File: config.mk
export PLATFORM = sky130hd
export DESIGN_NAME = frame_deframer
export DESIGN_NICKNAME = d
export VERILOG_FILES = /design/src/rtl/frame_deframer.sv
export SDC_FILE = /design/constraint.sdc
export NUM_CORES = 1
export LEC_CHECK = 0
export ABC_AREA = 1
export ABC_CLOCK_PERIOD_IN_PS = 6450
export BUFFER_PORTS_ARGS = -buffer_cell sky130_fd_sc_hd__buf_4
export CAP_MARGIN = 20
export CELL_PAD_IN_SITES_DETAIL_PLACEMENT = 1
export CELL_PAD_IN_SITES_GLOBAL_PLACEMENT = 1
export CORE_UTILIZATION = 30
export DETAILED_ROUTE_END_ITERATION = 16
export GPL_ROUTABILITY_DRIVEN = 1
export HOLD_SLACK_MARGIN = 0.05
export PLACE_DENSITY = 0.69
export SYNTH_ARGS = -nofsm -noshare
export SYNTH_HDL_FRONTEND = slang
export SYNTH_SLANG_ARGS = --single-unit
export TNS_END_PERCENT = 5
File: constraint.sdc
create_clock -name clk -period 6.45 [get_ports clk]
set_clock_uncertainty 0.1 [all_clocks]
set_input_delay 1.29 -clock clk [delete_from_list [all_inputs] [get_ports clk]]
set_output_delay 1.29 -clock clk [all_outputs]
set_load 0.005 [all_outputs]
File: src/rtl/frame_deframer.sv
// Byte-serial receive deframer: hunts for the start flag, removes escape
// stuffing, assembles FRAME_BYTES de-stuffed bytes into a wide frame vector,
// optionally checks a trailing CRC-32/MPEG-2 and hands the frame out with a
// valid/ready handshake. Malformed frames produce a one-cycle error pulse.
//
// Ports:
//   clk, rst      clock, synchronous active-high reset
//   rx_data       received byte
//   rx_valid      one-cycle strobe qualifying rx_data
//   frame         assembled frame; bit 0 is the MSB of the first byte
//   frame_valid   frame holds a complete, checked frame
//   frame_ready   sink accepts the frame this cycle
//   err_valid     one-cycle error pulse
//   err_code      error cause, qualified by err_valid
//   busy          a frame is being received
module frame_deframer #(
  parameter int unsigned FRAME_BYTES = 39,
  parameter bit          CRC_EN      = 1'b1,
  parameter logic [7:0]  FRAME_START = 8'h06,
  parameter logic [7:0]  FRAME_END   = 8'h07,
  parameter logic [7:0]  ESC_VAL     = 8'h14,
  parameter logic [7:0]  ESC_XOR     = 8'h20
) (
  input  logic                     clk,
  input  logic                     rst,
  input  logic [7:0]               rx_data,
  input  logic                     rx_valid,
  output logic [FRAME_BYTES*8-1:0] frame,
  output logic                     frame_valid,
  input  logic                     frame_ready,
  output logic                     err_valid,
  output logic [2:0]               err_code,
  output logic                     busy
);

  localparam int unsigned FW = FRAME_BYTES * 8;
  localparam int unsigned CW = $clog2(FRAME_BYTES + 1);
  localparam int unsigned BW = $clog2(FW);

  localparam logic [31:0]   CRC_INIT = 32'hFFFF_FFFF;
  localparam logic [31:0]   CRC_POLY = 32'h04C1_1DB7;
  localparam logic [CW-1:0] LEN      = CW'(FRAME_BYTES);
  localparam logic [CW-1:0] CRC_LEN  = CW'(FRAME_BYTES - 4);

  localparam logic [2:0] ERR_LEN  = 3'd1;
  localparam logic [2:0] ERR_OVF  = 3'd2;
  localparam logic [2:0] ERR_ESC  = 3'd3;
  localparam logic [2:0] ERR_CRC  = 3'd4;
  localparam logic [2:0] ERR_DROP = 3'd5;
  localparam logic [2:0] ERR_SYNC = 3'd6;

  typedef enum logic [1:0] {S_IDLE, S_RECV, S_ESC} state_t;

  state_t          state, state_nxt;
  logic [CW-1:0]   cnt, cnt_nxt;
  logic [FW-1:0]   shadow, shadow_nxt;
  logic [31:0]     crc, crc_nxt;
  logic [FW-1:0]   frame_nxt;
  logic            fv_nxt;
  logic            ev_nxt;
  logic [2:0]      ec_nxt;
  logic            busy_nxt;
  logic            store;
  logic [7:0]      store_byte;
  logic [BW-1:0]   base;
  logic [31:0]     crc_rx;
  logic            crc_ok;

  // Frame bit order is MSB-first, so each byte lands bit-reversed in the vector.
  function automatic logic [7:0] rev8(input logic [7:0] b);
    logic [7:0] r;
    for (int i = 0; i < 8; i++) r[i] = b[7-i];
    return r;
  endfunction

  // One byte of CRC-32/MPEG-2, MSB first, no reflection.
  function automatic logic [31:0] crc_byte(input logic [31:0] c, input logic [7:0] d);
    logic [31:0] r;
    r = c;
    for (int i = 7; i >= 0; i--) begin
      if (r[31] ^ d[i]) r = {r[30:0], 1'b0} ^ CRC_POLY;
      else              r = {r[30:0], 1'b0};
    end
    return r;
  endfunction

  assign base = BW'({cnt, 3'b000});

  // Received CRC: last four stored bytes, big-endian.
  always_comb begin
    crc_rx = '0;
    for (int k = 0; k < 4; k++) begin
      crc_rx[31-8*k -: 8] = rev8(shadow[(FRAME_BYTES-4+k)*8 +: 8]);
    end
  end

  assign crc_ok = !CRC_EN || (crc == crc_rx);

  // Next-state, datapath and output decisions.
  always_comb begin
    state_nxt  = state;
    cnt_nxt    = cnt;
    shadow_nxt = shadow;
    crc_nxt    = crc;
    frame_nxt  = frame;
    fv_nxt     = frame_valid & ~frame_ready;
    ev_nxt     = 1'b0;
    ec_nxt     = err_code;
    store      = 1'b0;
    store_byte = rx_data;

    if (rx_valid) begin
      unique case (state)
        S_IDLE: begin
          if (rx_data == FRAME_START) begin
            state_nxt = S_RECV;
            cnt_nxt   = '0;
            crc_nxt   = CRC_INIT;
          end
        end
        S_RECV: begin
          if (rx_data == FRAME_START) begin
            ev_nxt  = 1'b1;
            ec_nxt  = ERR_SYNC;
            cnt_nxt = '0;
            crc_nxt = CRC_INIT;
          end else if (rx_data == ESC_VAL) begin
            state_nxt = S_ESC;
          end else if (rx_data == FRAME_END) begin
            state_nxt = S_IDLE;
            if (cnt != LEN) begin
              ev_nxt = 1'b1;
              ec_nxt = ERR_LEN;
            end else if (!crc_ok) begin
              ev_nxt = 1'b1;
              ec_nxt = ERR_CRC;
            end else if (frame_valid && !frame_ready) begin
              ev_nxt = 1'b1;
              ec_nxt = ERR_DROP;
            end else begin
              frame_nxt = shadow;
              fv_nxt    = 1'b1;
            end
          end else begin
            store = 1'b1;
          end
        end
        S_ESC: begin
          if (rx_data == FRAME_START) begin
            ev_nxt    = 1'b1;
            ec_nxt    = ERR_SYNC;
            state_nxt = S_RECV;
            cnt_nxt   = '0;
            crc_nxt   = CRC_INIT;
          end else if (rx_data == FRAME_END) begin
            ev_nxt    = 1'b1;
            ec_nxt    = ERR_ESC;
            state_nxt = S_IDLE;
          end else begin
            store      = 1'b1;
            store_byte = rx_data ^ ESC_XOR;
            state_nxt  = S_RECV;
          end
        end
        default: state_nxt = S_IDLE;
      endcase

      // Data byte: append to the shadow frame, or overflow.
      if (store) begin
        if (cnt < LEN) begin
          shadow_nxt[base +: 8] = rev8(store_byte);
          cnt_nxt               = cnt + CW'(1);
          if (cnt < CRC_LEN) crc_nxt = crc_byte(crc, store_byte);
        end else begin
          ev_nxt    = 1'b1;
          ec_nxt    = ERR_OVF;
          state_nxt = S_IDLE;
        end
      end
    end

    busy_nxt = (state_nxt != S_IDLE);
  end

  // State and output registers.
  always_ff @(posedge clk) begin
    if (rst) begin
      state       <= S_IDLE;
      cnt         <= '0;
      shadow      <= '0;
      crc         <= CRC_INIT;
      frame       <= '0;
      frame_valid <= 1'b0;
      err_valid   <= 1'b0;
      err_code    <= '0;
      busy        <= 1'b0;
    end else begin
      state       <= state_nxt;
      cnt         <= cnt_nxt;
      shadow      <= shadow_nxt;
      crc         <= crc_nxt;
      frame       <= frame_nxt;
      frame_valid <= fv_nxt;
      err_valid   <= ev_nxt;
      err_code    <= ec_nxt;
      busy        <= busy_nxt;
    end
  end

endmodule

==> results of run 1 <==
cells in the final DEF (no fill, tap or decap), types with 36 or more instances in the layout:
cell / Yosys / layout
clkbuf_16: 0 / 78
buf_4: 12 / 357
a21oi_1: 633 / 633
nand3_1: 99 / 98
nor2_1: 220 / 220
o21ai_1: 42 / 42
nor3_1: 49 / 47
dfxtp_1: 670 / 670
inv_1: 492 / 491
o21ai_0: 501 / 501
xor2_1: 36 / 36
nand2_1: 441 / 441
metrics by stage:
stage	cells	cell area (µm²)	hold slack (ns)
2_1_floorplan	3611	27140	0.3205
3_3_place_gp	4913	30440	0.3310
3_5_place_dp	4913	30440	0.3376
4_1_cts	5046	32930	0.3459
5_1_grt	5046	32930	0.3613
6_report	5047	32930	0.3442
synthesized netlist by cell type (3+ instances only):
library cell  count
nand2_1         441
o211ai_1         17
buf_2            52
a21oi_1         633
clkinv_1         10
ha_1              7
nor2_2           11
nand2_2          11
inv_2            27
nand3_1          99
o221ai_1         10
nor3_4            3
clkbuf_1        156
buf_1             3
inv_1           492
xor2_1           36
a31oi_1          13
dfxtp_1         670
xnor2_1          13
nor3_2            5
nand4_1          13
buf_4            12
o21ai_1          42
o21ai_0         501
nor3_1           49
nor2_1          220
nor4_1            3
a211oi_1         29
nor2_4            8
nand3b_1          4
power breakdown:
part / leakage, nW / internal (W) / switching (W) / total [W]
combinational: 6.36 / 0.000135 / 0.000372 / 0.000507
sequential: 5.40 / 0.00415 / 0.0000176 / 0.00417
clock: 1.23 / 0.00250 / 0.00183 / 0.00433
total: 13.0 / 0.00679 / 0.00222 / 0.00901
layer usage:
metal  up-vias  wire [µm]  global-route usage (%)
met5         -          0                       0
met4         0       4538                   10.07
met3       183       4712                   3.373
met2       552      49080                   37.09
met1     12071      45080                   27.99
li1      12230          -                       -
area by class of cell:
type	count	share of cell area [%]
repair buffers	362	8.443
well taps	1165	4.426
clock buffers	114	6.946
inverters	529	6.053
flip-flops and latches	670	40.73
diodes	1	0.007599
multi-input cells	2187	32.79
clock inverters	19	0.6079
kinds of logic (layout without fill, tap and decap cells):
group | Yosys count | count (layout) | synth area share [%]
compound gates | 1254 | 1254 | 23.86
xor+xnor | 49 | 49 | 1.581
fa+ha+maj | 7 | 7 | 0.3227
buf+inv | 754 | 1024 | 10.89
flops | 670 | 670 | 49.42
other cells | 0 | 1 | 0
simple gates | 877 | 877 | 13.93
critical path: stages:
cell     delay, ns
buf_4         0.33
inv_2         0.30
nand2_1       0.19
nor2_4        0.07
nand2_2       0.19
nand2_1       0.11
nor2_2        0.10
nand2_2       0.10
nor2_4        0.34
nand2_2       0.28
buf_4         0.33
nor3_2        0.72
o21ai_0       0.21
o21ai_0       0.12
nor2_1        0.05
final timing paths:
kind                            startpoint     endpoint  slack, ns  cells after the start
worst min-delay path             shadow[1]    shadow[1]       0.34                      2
worst min register to register   shadow[1]    shadow[1]       0.34                      2
worst max register to register      cnt[0]  shadow[178]       2.42                     11
worst max-delay path            rx_data[3]  shadow[217]       2.06                     15
state kept, by name, summed over array words and instances (netlist names):
| signal | count |
|---|---|
| cnt | 6 |
| crc | 32 |
| busy | 1 |
| frame | 312 |
| shadow | 312 |
| err_valid | 1 |
| err_code | 3 |
| state | 2 |
| frame_valid | 1 |
==> results.py, run 1 <==
metrics = {
    "floorplanning": {
        "die_w_um": 302.8,
        "num_io_pins": 330,
        "die-area_um2": 91680,
        "start_util_pct": 30.48,
        "die_h_um": 302.8,
        "core_um2": 89060,
        "rows": 109,
    },
    "finish": {
        "area_delta_synth_final_pct": 21.32,
        "final_core_util_pct": 36.98,
        "drive_gt1_share_pct": 14.33,
        "multi_input_area_um2": 10800,
        "nets": 3846,
        "fillers": 10874,
        "seq_area_um2": 13410,
    },
    "grt": {
        "grt_pass1_wl_um": 153800,
        "grt_pass1_vias": 24575,
        "antenna_found_initial": 2,
        "track_usage_pct": 22.14,
        "grt_max_degree": 183,
        "overflow": 0,
    },
    "pwr": {
        "finalPower_w": 0.009006,
        "ir_drop_mv": 0.1635,
        "power_density_nw_per_um2": 273.5,
        "p_leak_nw": 12.99,
    },
    "synthesis": {
        "ys_ff_latch": 670,
        "synth.area.top_cells": "dfxtp_1 (49%), a21oi_1 (12%), o21ai_0 (9.2%)",
        "avgSynthCellArea_um2": 7.517,
        "netlist_instances": 3611,
        "synth_flop_cell": "dfxtp_1",
        "async_flop_share_pct": 0,
        "synth-edff-count": 0,
        "yosys_warnings": 0,
        "yosysTopAreaCell": "dfxtp_1",
        "ys_seq_area_share_pct": 49.42,
        "netlist_area_um2": 27140,
        "synth.net_count": 3630,
        "ys_types": 46,
        "synth_top_cell_area_share_pct": 49.42,
    },
    "clock_network": {
        "root_buffer": "clkbuf_16",
        "cts_tree": "done",
        "clk_path_buf_depth": 3,
        "clock_sinks": 670,
        "postCtsHoldBufs": 0,
        "cts_setup_buffers": 0,
        "cts_resized": 0,
        "path_clk_slew_ns": 0.06,
        "cts_buffers": 77,
        "ctsHtreeMaxLevel": 3,
        "clk_latency_ns": 0.63,
    },
    "sta": {
        "post-route-min-period_ns": 4.390,
        "fmax_mhz": 227.8,
        "finalMaxSlewViolations": 0,
        "rsz0062_at_grt": "no",
        "relSlewSlack_pct": 18.93,
        "setup_viol": 0,
        "setup_ws_ns": 2.060,
        "min_period_over_period_pct": 68.06,
        "hold_violations": 0,
        "setup_tns_ns": 0,
        "tightest_slew_ns": 1.207,
    },
    "routing": {
        "drc_errors": 0,
        "routed_wl_um": 103400,
        "drtIter0Drc": 1717,
        "drt-wirelength-per-cell_um": 20.49,
        "viasPerCell": 4.961,
        "detailroute.via_count": 25036,
        "dr.pass1.iters": 5,
        "ant_nets": 0,
    },
    "worst_setup_path": {
        "cp-end-kind": "register",
        "critPathKind": "in -> reg",
        "worstPathMaxFanout": 16,
        "critPathLaunchType": "input port",
        "crit_required_ns": 6.83,
        "crit_arrival_ns": 4.77,
    },
    "run": {
        "maxCapViolCount": 0,
    },
    "place": {
        "port-buffer-count": 329,
        "place_ws_ns": 1.427,
        "gp_congestion": 0.8653,
        "dp_hpwl_um": 71300,
    },
    "run_status": {
        "outcome": "completed",
    },
    "hold_path": {
        "worstHoldPathType": "reg -> reg",
    },
}
(Power assumes the default switching activity.)
==> run 2: changes to the inputs <==
Settings changed: ABC_AREA 1 to 0, ABC_CLOCK_PERIOD_IN_PS 6450 to 4200, PLACE_DENSITY 0.69 to 0.66.
Clock period 6.45 ns to 4.2 ns, I/O delays scaled along.
==> run 2 against run 1 <==
Against the previous run: non-clock buffer count increased by 32; global-route usage decreased by 2.5 points; wire length decreased by 14%; combinational power decreased by 25%; first-iteration DRC count decreased by 36%; clock power increased by 55%; cell count decreased by 18%; worst setup slack got worse by 1.4 ns; synthesized cell count decreased by 28%; critical endpoint is now shadow[205]; sequential share of layout area increased by 0.78 points; register-to-register slack got worse by 1.8 ns.
==> results.py, run 2 <==
metrics = {
    "run_status": {
        "outcome": "completed",
    },
    "worst_setup_path": {
        "critPathKind": "reg -> reg",
        "cp-end-kind": "register",
        "critPathBufInv": 3,
        "crit_family": "simple AND/OR/NAND/NOR gates",
        "slowest_delay_ns": 0.57,
        "crit_arrival_ns": 3.93,
        "critical_path.startpoint": "cnt[0]",
        "rr_worst_depth": 10,
        "crit_chain": "buf_4 -> inv_1 -> ha_1 -> nor3b_2 -> xor2_1 -> and4_1 -> buf_4 -> and3_1 -> mux2i_1 -> nor2_1",
        "worstPathMaxFanout": 17,
        "crit_required_ns": 4.58,
        "critPathLaunchType": "register",
        "r2r-end": "shadow[205]",
        "critical_path_depth": 10,
        "path_common_cell": "buf_4",
        "crit_path_end": "shadow[205]",
        "cp_slowest_cell": "and4_1",
        "rr_startpoint": "cnt[0]",
        "r2r_slack_ns": 0.65,
    },
    "run": {
        "maxCapViolCount": 0,
    },
    "synthesis": {
        "synth-edff-count": 0,
        "yosys.area_share.simple_pct": 15.79,
        "netlist_area_um2": 26250,
        "synthAdderAreaFrac_pct": 0.3337,
        "synthXorXnorAreaFrac_pct": 4.333,
        "synth_compound_area_share_pct": 4.905,
        "avgSynthCellArea_um2": 10.06,
        "synth.most_common_cell": "dfxtp_1",
        "synthTopCellsByCount": "dfxtp_1 (670), nor2_1 (541), mux2i_1 (508), nand3_1 (125), nand2_1 (109)",
        "synth_mux_area_share_pct": 19.54,
        "yosys_warnings": 0,
        "yosysTopAreaCell": "dfxtp_1",
        "async_flop_share_pct": 0,
        "synth_flop_cell": "dfxtp_1",
        "synth_top_cell_area_share_pct": 51.10,
        "ys_seq_area_share_pct": 51.10,
        "synth_top_family_by_area": "multiplexers",
        "netlist_instances": 2610,
        "synth.net_count": 2629,
        "ys_ff_latch": 670,
        "synth.area.top_cells": "dfxtp_1 (51%), mux2i_1 (19%), nor2_1 (7.7%)",
        "ys_types": 76,
    },
    "grt": {
        "grt_max_degree": 119,
        "antenna_found_initial": 1,
        "grt_pass1_wl_um": 132400,
        "track_usage_pct": 19.69,
        "overflow": 0,
        "grt_pass1_vias": 19677,
        "grtUsageMet1_pct": 25.84,
        "gr-usage-met3_pct": 4.288,
        "busiest_layer": "met2",
        "grt_util_met2_pct": 32.60,
    },
    "sta": {
        "hold_violations": 0,
        "finalMaxSlewViolations": 0,
        "rsz0062_at_grt": "no",
        "post-route-min-period_ns": 3.548,
        "relSlewSlack_pct": 33.48,
        "setup_viol": 0,
        "fmax_mhz": 281.8,
        "tightest_slew_ns": 0.9979,
        "min_period_over_period_pct": 84.48,
        "hold-worst-slack_ns": 0.3581,
        "setup_tns_ns": 0,
    },
    "pwr": {
        "p_leak_nw": 15.31,
        "power_density_nw_per_um2": 416.8,
        "ir_drop_mv": 0.2444,
    },
    "routing": {
        "dr.pass1.iters": 5,
        "drc_errors": 0,
        "ant_nets": 0,
        "drtIter0Drc": 1093,
        "routed_wl_um": 89150,
        "drt-wirelength-per-cell_um": 21.66,
        "detailroute.via_count": 19794,
        "viasPerCell": 4.809,
    },
    "floorplanning": {
        "num_io_pins": 330,
        "rows": 108,
        "core_um2": 86750,
        "die_h_um": 297.8,
        "die-area_um2": 88680,
        "die_w_um": 297.8,
        "start_util_pct": 30.26,
    },
    "finish": {
        "reg_top3": "frame: 312 flops, shadow: 312 flops, crc: 32 flops",
        "final_core_util_pct": 37.24,
        "final_common_cell": "dfxtp_1",
        "final_cells": 4116,
        "nets": 2917,
        "final_cell_mix": "dfxtp_1 (670), nor2_1 (541), mux2i_1 (508)",
        "drive_gt1_share_pct": 19.80,
        "area_delta_synth_final_pct": 23.10,
    },
    "hold_path": {
        "worstHoldPathType": "reg -> reg",
    },
    "clock_network": {
        "postCtsHoldBufs": 0,
        "path_clk_slew_ns": 0.06,
        "cts_buffers": 77,
        "ctsHtreeMaxLevel": 3,
        "cts_resized": 0,
        "cts_tree": "done",
        "clk_latency_ns": 0.63,
        "root_buffer": "clkbuf_16",
        "cts_setup_buffers": 0,
        "clock_sinks": 670,
        "clk_path_buf_depth": 3,
    },
    "place": {
        "dp_hpwl_um": 62330,
        "placed_cells": 3974,
        "gp_congestion": 0.8646,
        "port-buffer-count": 329,
    },
}
## run 2: changes by cell type after synthesis, moves of 321 or more
| cell | previous run | this run |
|---|---|---|
| a21oi_1 | 633 | 14 |
| nand2_1 | 441 | 109 |
| inv_1 | 492 | 9 |
| nor2_1 | 220 | 541 |
| o21ai_0 | 501 | 58 |
| mux2i_1 | 0 | 508 |
## run 2: per-layer routing
layer	part of all wire (%)	vias up
li1	-	9493
met5	0	-
met4	1.8	0
met1	45	9815
met2	47	402
met3	5.4	84
## run 2: worst reg2reg max path: stages (launching register included)
cell     delay (ns)
dfxtp_1        0.31
buf_4          0.20
inv_1          0.15
ha_1           0.38
nor3b_2        0.31
xor2_1         0.32
and4_1         0.57
buf_4          0.24
and3_1         0.50
mux2i_1        0.25
nor2_1         0.06
## run 2: through the flow
stage / power [W] / setup slack [ns] / instance area (µm²)
after floorplan: 0.006742 / 1.272 / 26250
after global placement: 0.006880 / 0.3118 / 29730
after detailed placement: 0.006881 / 0.5515 / 29760
after CTS: 0.01367 / 0.6805 / 32310
after global routing: 0.01396 / 0.4425 / 32310
final: 0.01347 / 0.6520 / 32310
## run 2: cell type report
| cell class | count | area, µm² |
|---|---|---|
| Inverter | 10 | 40.04 |
| Clock buffer | 116 | 2285 |
| Multi-Input combinational cell | 1745 | 11820 |
| Fill cell | 9763 | 54440 |
| Timing Repair Buffer | 394 | 3035 |
| Sequential cell | 670 | 13410 |
| Antenna cell | 1 | 2.502 |
| Clock inverter | 25 | 266.5 |
| Tap cell | 1155 | 1445 |
## run 2: how the worst min path moves through the flow
| stage | startpoint | endpoint | slack, ns | cells after the start |
|---|---|---|---|---|
| finish | shadow[200] | shadow[200] | 0.36 | 2 |
| CTS | shadow[200] | shadow[200] | 0.36 | 2 |
| global placement | shadow[225] | shadow[225] | 0.34 | 2 |
| floorplan | shadow[160] | shadow[160] | 0.33 | 2 |
| global route | shadow[89] | shadow[89] | 0.37 | 2 |
| detailed placement | shadow[88] | shadow[88] | 0.34 | 2 |
## run 2: cells by family (layout without fill, tap and decap cells)
logic type / Yosys count / after routing
AOI/OAI and AO/OA: 199 / 199
xor gates and xnor gates: 111 / 111
adders and majority gates: 7 / 7
buffers and inverters: 195 / 545
DFF: 670 / 670
muxes: 512 / 512
other: 0 / 1
and+or+nand+nor: 916 / 916
## run 2: report_power, final
group	switching, W	leakage, nW	total (W)	internal (W)
combinational	0.000277	8.65	0.000379	0.000102
sequential	0.000000292	5.39	0.00636	0.00636
clock	0.00276	1.27	0.00673	0.00397
